## src/rtl/seg_pkg.sv

```systemverilog
// Shared constants for the eight-digit doorbell status display scanner.
// Holds the glyph table, cathode-off pattern, decoder codes and parameter defaults.
package seg_pkg;

    localparam int SCAN_DIV_DEF  = 62500;
    localparam int GAP_DEF       = 2500;
    localparam int BLINK_DIV_DEF = 12500000;

    localparam logic [7:0] CAT_OFF = 8'hFF;

    localparam logic [7:0] GLYPH_0     = 8'h3f;
    localparam logic [7:0] GLYPH_1     = 8'h06;
    localparam logic [7:0] GLYPH_2     = 8'h5b;
    localparam logic [7:0] GLYPH_3     = 8'h4f;
    localparam logic [7:0] GLYPH_4     = 8'h66;
    localparam logic [7:0] GLYPH_5     = 8'h6d;
    localparam logic [7:0] GLYPH_6     = 8'h7d;
    localparam logic [7:0] GLYPH_7     = 8'h07;
    localparam logic [7:0] GLYPH_8     = 8'h7f;
    localparam logic [7:0] GLYPH_9     = 8'h6f;
    localparam logic [7:0] GLYPH_DASH  = 8'h40;
    localparam logic [7:0] GLYPH_BLANK = 8'h00;

    localparam logic [3:0] CODE_DASH  = 4'd10;
    localparam logic [3:0] CODE_BLANK = 4'd15;

    localparam logic [2:0] MODE_MAX = 3'd4;
    localparam logic [2:0] TRCK_MAX = 3'd5;

    // Valid codes 1..hi show as their digit; anything else shows a dash.
    function automatic logic [3:0] range_code(input logic [2:0] v, input logic [2:0] hi);
        return ((v != 3'd0) && (v <= hi)) ? {1'b0, v} : CODE_DASH;
    endfunction

endpackage

```

## src/rtl/seg_scan_if.sv

```systemverilog
// Display-side signal bundle of the scanner: doorbell status inputs and LED drive outputs.
interface seg_scan_if;
    logic [2:0] MODE;
    logic [2:0] TRCK;
    logic       LOCK;
    logic [7:0] SEG;
    logic [7:0] CAT;

    modport master (output MODE, output TRCK, output LOCK, input SEG, input CAT);
    modport slave  (input MODE, input TRCK, input LOCK, output SEG, output CAT);
endinterface

```

## src/rtl/seg_dec.sv

```systemverilog
// Seven-segment glyph decoder: code 0..9 digits, 10 dash, anything else blank.
module seg_dec
    import seg_pkg::*;
(
    input  logic [3:0] code,
    output logic [7:0] seg
);

    always_comb begin
        seg = GLYPH_BLANK;
        case (code)
            4'd0:    seg = GLYPH_0;
            4'd1:    seg = GLYPH_1;
            4'd2:    seg = GLYPH_2;
            4'd3:    seg = GLYPH_3;
            4'd4:    seg = GLYPH_4;
            4'd5:    seg = GLYPH_5;
            4'd6:    seg = GLYPH_6;
            4'd7:    seg = GLYPH_7;
            4'd8:    seg = GLYPH_8;
            4'd9:    seg = GLYPH_9;
            4'd10:   seg = GLYPH_DASH;
            default: seg = GLYPH_BLANK;
        endcase
    end

endmodule

```

## src/rtl/seg_scan.sv

```systemverilog
// Eight-digit multiplexed LED scanner: mode on digit0, track on digit2, ring count on 4..7.
// SEG_RING_CNT_EN enables the ring counter, its blink and digits 4..7; otherwise they stay dark.
module seg_scan
    import seg_pkg::*;
#(
    parameter int SCAN_DIV  = SCAN_DIV_DEF,
    parameter int GAP       = GAP_DEF,
    parameter int BLINK_DIV = BLINK_DIV_DEF
) (
    input  logic      CLK,
    input  logic      RST_N,
    seg_scan_if.slave bus
);

    localparam int SW = (SCAN_DIV > 1) ? $clog2(SCAN_DIV) : 1;
    localparam logic [SW-1:0] SLOT_LAST = SW'(SCAN_DIV - 1);

    logic [SW-1:0] slot_cnt;
    logic [SW-1:0] slot_nxt;
    logic [2:0]    dig_idx;
    logic [2:0]    dig_nxt;
    logic          slot_wrap;
    logic          frame_wrap;
    logic [2:0]    mode_r;
    logic [2:0]    trck_r;
    logic [2:0]    mode_nxt;
    logic [2:0]    trck_nxt;
    logic [3:0]    code;
    logic [7:0]    glyph;
    logic          lit;

    // Outputs are computed from next-state values so SEG and CAT switch together.
    always_comb begin
        slot_wrap  = (slot_cnt == SLOT_LAST);
        frame_wrap = slot_wrap && (dig_idx == 3'd7);
        slot_nxt   = slot_wrap ? '0 : slot_cnt + SW'(1);
        dig_nxt    = slot_wrap ? dig_idx + 3'd1 : dig_idx;
        mode_nxt   = frame_wrap ? bus.MODE : mode_r;
        trck_nxt   = frame_wrap ? bus.TRCK : trck_r;
    end

`ifdef SEG_RING_CNT_EN
    localparam int BW = (BLINK_DIV > 1) ? $clog2(BLINK_DIV) : 1;
    localparam logic [BW-1:0] BLINK_LAST = BW'(BLINK_DIV - 1);

    logic            lock_q;
    logic            rise;
    logic            carry;
    logic            blink_ph;
    logic            blink_ph_nxt;
    logic            hide;
    logic [BW-1:0]   blink_cnt;
    logic [BW-1:0]   blink_cnt_nxt;
    logic [3:0][3:0] cnt;
    logic [3:0][3:0] cnt_inc;
    logic [3:0][3:0] disp_cnt;
    logic [3:0][3:0] disp_cnt_nxt;

    always_comb begin
        rise    = bus.LOCK & ~lock_q;
        carry   = 1'b1;
        cnt_inc = cnt;
        for (int i = 0; i < 4; i++) begin
            if (carry) begin
                if (cnt[i] == 4'd9) begin
                    cnt_inc[i] = 4'd0;
                end else begin
                    cnt_inc[i] = cnt[i] + 4'd1;
                    carry      = 1'b0;
                end
            end
        end

        blink_cnt_nxt = blink_cnt + BW'(1);
        blink_ph_nxt  = blink_ph;
        if (rise) begin
            blink_cnt_nxt = '0;
            blink_ph_nxt  = 1'b0;
        end else if (blink_cnt == BLINK_LAST) begin
            blink_cnt_nxt = '0;
            blink_ph_nxt  = ~blink_ph;
        end

        hide         = bus.LOCK & blink_ph_nxt;
        // The count is sampled before this cycle's increment, so a coincident edge shows next frame.
        disp_cnt_nxt = frame_wrap ? cnt : disp_cnt;
    end

    always_ff @(posedge CLK or negedge RST_N) begin
        if (!RST_N) begin
            lock_q    <= 1'b0;
            cnt       <= '0;
            blink_cnt <= '0;
            blink_ph  <= 1'b0;
            disp_cnt  <= '0;
        end else begin
            lock_q    <= bus.LOCK;
            blink_cnt <= blink_cnt_nxt;
            blink_ph  <= blink_ph_nxt;
            disp_cnt  <= disp_cnt_nxt;
            if (rise) begin
                cnt <= cnt_inc;
            end
        end
    end
`endif

    always_comb begin
        code = CODE_BLANK;
        case (dig_nxt)
            3'd0: code = range_code(mode_nxt, MODE_MAX);
            3'd2: code = range_code(trck_nxt, TRCK_MAX);
`ifdef SEG_RING_CNT_EN
            3'd4: code = (disp_cnt_nxt[3] != 4'd0) ? disp_cnt_nxt[3] : CODE_BLANK;
            3'd5: code = (disp_cnt_nxt[3:2] != '0) ? disp_cnt_nxt[2] : CODE_BLANK;
            3'd6: code = (disp_cnt_nxt[3:1] != '0) ? disp_cnt_nxt[1] : CODE_BLANK;
            3'd7: code = disp_cnt_nxt[0];
`endif
            default: code = CODE_BLANK;
        endcase
`ifdef SEG_RING_CNT_EN
        if (dig_nxt[2] && hide) begin
            code = CODE_BLANK;
        end
`endif
        // Blank digits keep their cathode off, not just their segments.
        lit = (int'(slot_nxt) >= GAP) && (code != CODE_BLANK);
    end

    seg_dec u_dec (
        .code (code),
        .seg  (glyph)
    );

    always_ff @(posedge CLK or negedge RST_N) begin
        if (!RST_N) begin
            slot_cnt <= '0;
            dig_idx  <= '0;
            mode_r   <= '0;
            trck_r   <= '0;
            bus.SEG  <= GLYPH_BLANK;
            bus.CAT  <= CAT_OFF;
        end else begin
            slot_cnt <= slot_nxt;
            dig_idx  <= dig_nxt;
            mode_r   <= mode_nxt;
            trck_r   <= trck_nxt;
            bus.SEG  <= lit ? glyph : GLYPH_BLANK;
            bus.CAT  <= lit ? ~(8'd1 << dig_nxt) : CAT_OFF;
        end
    end

endmodule

```

## src/flat_wrapper.sv

```systemverilog
// flat-port wrapper written by rule: the top's interface ports become plain ports
module seg_scan_flat import seg_pkg::*;
#(
    parameter int SCAN_DIV  = SCAN_DIV_DEF,
    parameter int GAP       = GAP_DEF,
    parameter int BLINK_DIV = BLINK_DIV_DEF
)
  (CLK, RST_N, bus_MODE, bus_TRCK, bus_LOCK, bus_SEG, bus_CAT);
  seg_scan_if bus_i ();
  input  logic CLK;
  input  logic RST_N;
  input wire logic [$bits(bus_i.MODE)-1:0] bus_MODE;
  input wire logic [$bits(bus_i.TRCK)-1:0] bus_TRCK;
  input wire logic [$bits(bus_i.LOCK)-1:0] bus_LOCK;
  output wire logic [$bits(bus_i.SEG)-1:0] bus_SEG;
  output wire logic [$bits(bus_i.CAT)-1:0] bus_CAT;
  assign bus_i.MODE = bus_MODE;
  assign bus_i.TRCK = bus_TRCK;
  assign bus_i.LOCK = bus_LOCK;
  assign bus_SEG = bus_i.SEG;
  assign bus_CAT = bus_i.CAT;
  seg_scan #(.SCAN_DIV(SCAN_DIV), .GAP(GAP), .BLINK_DIV(BLINK_DIV)) u_core (.CLK(CLK), .RST_N(RST_N), .bus(bus_i));
endmodule
```

## config.mk

```make
export PLATFORM = sky130hd
export DESIGN_NAME = seg_scan_flat
export DESIGN_NICKNAME = d
export VERILOG_FILES = /design/src/rtl/seg_pkg.sv /design/src/rtl/seg_scan_if.sv /design/src/rtl/seg_dec.sv /design/src/rtl/seg_scan.sv /design/src/flat_wrapper.sv
export SDC_FILE = /design/constraint.sdc
export NUM_CORES = 1
export LEC_CHECK = 0
export CAP_MARGIN = 25
export CELL_PAD_IN_SITES_DETAIL_PLACEMENT = 2
export CELL_PAD_IN_SITES_GLOBAL_PLACEMENT = 2
export CORE_MARGIN = 1
export CORE_UTILIZATION = 30
export DETAILED_ROUTE_END_ITERATION = 10
export PLACE_DENSITY = 0.65
export SETUP_SLACK_MARGIN = 0.4
export SYNTH_ARGS = -nofsm -noshare
export SYNTH_HDL_FRONTEND = slang
export SYNTH_HIERARCHICAL = 1
export SYNTH_SLANG_ARGS = --single-unit
```

## constraint.sdc

```tcl
create_clock -name CLK -period 5.8 [get_ports CLK]
set_input_delay 1.45 -clock CLK [delete_from_list [all_inputs] [get_ports CLK]]
set_output_delay 1.45 -clock CLK [all_outputs]
set_load 0.02 [all_outputs]
```

==> results.txt <==
The flow ran to the end, and the final reports show no timing, DRC or antenna violations. Across every metal layer, demand over resource in global routing totals 14.8%. The worst path setup slack after routing was 1.32 ns; the number of flops mapped to enable cells by yosys was 0.

Grouping stages by cell kind, the critical path spends the most delay in simple AND/OR/NAND/NOR gates. The dominant synthesized flop cell was dfrtp_1. The critical path's largest stage delay is 0.57 ns, and the synthesis warning total is 6. The arrival time at the worst endpoint is 4.63 ns, and the sequential-to-total area share from yosys stat is 46.0%. For the TritonCTS buffer count, the log shows 5. The core region is 0.00725 mm^2.

In this run, the clock network consumes 47.9% of the power. The synthesized instance count is 213, and the insertion delay to the later sink of the worst-skew pair is 0.30 ns. The worst setup path is launched from a flip-flop. Internal power comes to 473 uW. Global routing finished with a remaining overflow of 0.

The clock arrives with 0.00651 ns of skew. Setup repair after global routing left no endpoint under its margin. The signed area change from the synthesized netlist to the final layout was 23.1%; the DRC violation total after the first TritonRoute iteration was 46. The cell taking the most area after synthesis was dfrtp_1. Walking the worst path, the cells encountered are ha_1, or4b_1, nor4_2, buf_4, mux2i_1, inv_1, nor2_1, ha_1, a21oi_1, nand3_1, inv_1, ha_1, nor2_1, o21ai_2, o21ai_0, nor3b_1.

After synthesis, the netlist uses 53 different library cells. The logs give 0 for the count of inserted antenna diode cells and 787 for the count of filler cells inserted in the layout. After synthesis, the share of flip-flops with an asynchronous set or reset is 100%. CTS saw 41 sinks. The cell area that synthesis handed to floorplanning was 0.00225 mm^2.

After clock tree synthesis, the repair step resized 0 gates. A synthesized cell averages 10.6 um^2. After layout, the worst path uses 77.2% of the clock period. The worst hold path belongs to the class flip-flop to flip-flop. The floorplan has 31 rows. Summed over all failing endpoints, the final setup total negative slack is 0 ns.

The tool flagged a number of max-cap violations equal to 0. Once the floorplan was initialized, standard cells occupied 31.1% of the core. The number of global-route vias before repair is 1748, and the total of hold buffers inserted after clock tree synthesis is 0.

The tools report the final worst hold slack as 0.535 ns. The logs give 0 for the count of final max-slew check failures and 263 for the final layout net count. The H-tree generated during clock tree synthesis spans 2 levels. At the end of routability-driven placement, the weighted congestion stood at 0.712. The overall die height was 88.6 um. The hold violation total from the final report came out at 0. STA classifies the critical path endpoint as a flip-flop. The critical path is of the flip-flop to flip-flop type. In this run the tightest slew margin relative to its limit is 53.3%. Yosys attributes the largest share of cell area to dfrtp_1 (37%), dfstp_2 (9.3%), ha_1 (5.6%). The share of Yosys cell area claimed by the top area cell type was 36.7%.

The final route contains 1678 vias. The mean number of vias per cell works out to 4.88. Once detail routing completed, the nets flagged for antenna violations numbered 0. Before antenna repair, the detailed router went through 4 iterations.

The synthesized flop and latch total was 41; the maximum operating frequency was 223 MHz. The maximum net fanout on the critical path works out to 11. The tools report the sequential cell fraction of total power as 48.6%.

Entering global routing, the biggest net connects 42 pins. Fraction of layout instances using a drive strength above 1: 15.9%. The worst path buffer plus inverter count came out at 3. The CTS clock-pin slew for the worst setup and hold paths was 0.09 ns.

Dividing the detail-routed wire length by the instance count gives 15.0 um. For the cell count after placement, the log shows 335. The tools report the number of standard cells in the final layout excluding fillers as 344. The tools report the net switching component of the power as 125 uW. Wires add up to 5.17 mm. The count of input and output buffers is 23. The power density over the cells was 215 mW/mm^2; the required time at the worst-slack endpoint was 5.96 ns. From left edge to right edge, the die measures 88.6 um. The remaining routing DRC violations was 0; the post-CTS setup repair buffer count was 0. TritonCTS built the clock tree. OpenSTA, run right after detailed placement, puts the worst setup slack at 1.28 ns. Post-detailed-placement half-perimeter wirelength: 3.80 mm.

The library cells used most frequently in the layout, excluding fill and tap cells, are dfrtp_1 (33), clkdlybuf4s50_1 (22), nor2_1 (17). Setup violations remaining at the end of the flow were counted as 0. The first global-routing pass estimated 8.87 mm of wire. For the maximum count of clock buffers along a single path, the log shows 2. Clock tree synthesis selected as its root buffer the cell clkbuf_8.

Per report_power, the combinational group accounts for 3.6% of the total. In this run the static leakage power is 1.17 nW. For the initial antenna violation count, the log shows 0. Most repeated library cell on the critical path: ha_1. Cell with the largest stage delay on the worst path: or4b_1. The tools report the number of top-level design ports as 25. The minimum clock period is 4.48 ns.

The worst vdd rail ir drop is 0.0961 mV, and the slew at the pin closest to its max-slew limit is 0.694 ns. Most common cell after layout, fill and taps aside: dfrtp_1. The die area is 0.00786 mm^2, and the switching part of the total power is 20.9%.

The post-route total power was 597 uW.
## flip-flops by register name, indices dropped and copies added, names as in the netlist
name	cells
u_core/trck_r	3
u_core/bus.SEG	8
u_core/bus.CAT	8
u_core/dig_idx	3
u_core/mode_r	3
u_core/slot_cnt	16
## worst paths after layout
| check | startpoint | to | slack (ns) | cells after the start |
|---|---|---|---|---|
| max in group asynchronous | RST_N | u_core/bus.CAT[7]$_DFF_PN1_ | 4.13 | 2 |
| setup reg to reg | u_core/slot_cnt[0]$_DFF_PN0_ | u_core/bus.SEG[0]$_DFF_PN0_ | 1.32 | 16 |
| setup / recovery | u_core/slot_cnt[0]$_DFF_PN0_ | u_core/bus.SEG[0]$_DFF_PN0_ | 1.32 | 16 |
| hold / removal | u_core/mode_r[0]$_DFF_PN0_ | u_core/mode_r[0]$_DFF_PN0_ | 0.53 | 1 |
| hold reg to reg | u_core/mode_r[0]$_DFF_PN0_ | u_core/mode_r[0]$_DFF_PN0_ | 0.53 | 1 |
| min in group asynchronous | RST_N | u_core/dig_idx[2]$_DFF_PN0_ | 1.11 | 1 |
## kinds of logic after synthesis
logic type | share of synthesized area, %
simple gates | 22.4
flops | 46.0
compound gates | 9.50
buf+inv | 3.67
xor+xnor | 5.83
mux | 6.67
fa+ha+maj | 5.56
other cells | 0.333
## power by group through the flow
stage               Sequential (mW)  Clock (mW)  Combinational (mW)
floorplan                     0.299           0             0.00170
global placement              0.295           0              0.0195
detailed placement            0.296           0              0.0199
CTS                           0.290       0.296              0.0200
global route                  0.290       0.308              0.0243
finish                        0.290       0.286              0.0213
## stage by stage
step,instance area (um^2),util (%)
global route,2770,38.2
detailed placement,2610,35.9
global placement,2610,35.9
CTS,2750,37.8
floorplan,2270,-
finish,2770,38.2
## cells in the mapped netlist (all sizes together), types with 3 or more instances
cell type / number
o21ai: 8
xnor2: 8
xor2: 7
nor4: 4
nand3: 12
buf: 4
ha: 10
mux2: 8
a21oi: 4
clkbuf: 3
nor3b: 10
mux2i: 6
nor2: 17
dfstp: 8
nor3: 4
dfrtp: 33
nand2: 13
nor2b: 4
inv: 13
o22ai: 3
nand4: 4
## per-layer routing
metal	wire [um]	up-vias	GRT usage, %
li1	-	804	-
met1	2530	851	19.6
met2	2490	18	24.2
met3	114	5	3.36
met4	31	0	3.96
met5	0	-	0
## final cells by class
cell class                      count  area (um^2)  area share, %
Sequential cell                    41         1040           37.4
Tap cell                           99          124           4.47
Inverter                           13         48.8           1.76
Timing Repair Buffer               26          268           9.66
Multi-Input combinational cell    157         1160           41.8
Clock buffer                        5         68.8           2.48
Clock inverter                      3         68.8           2.48
Power figures use the tool's default switching activity.
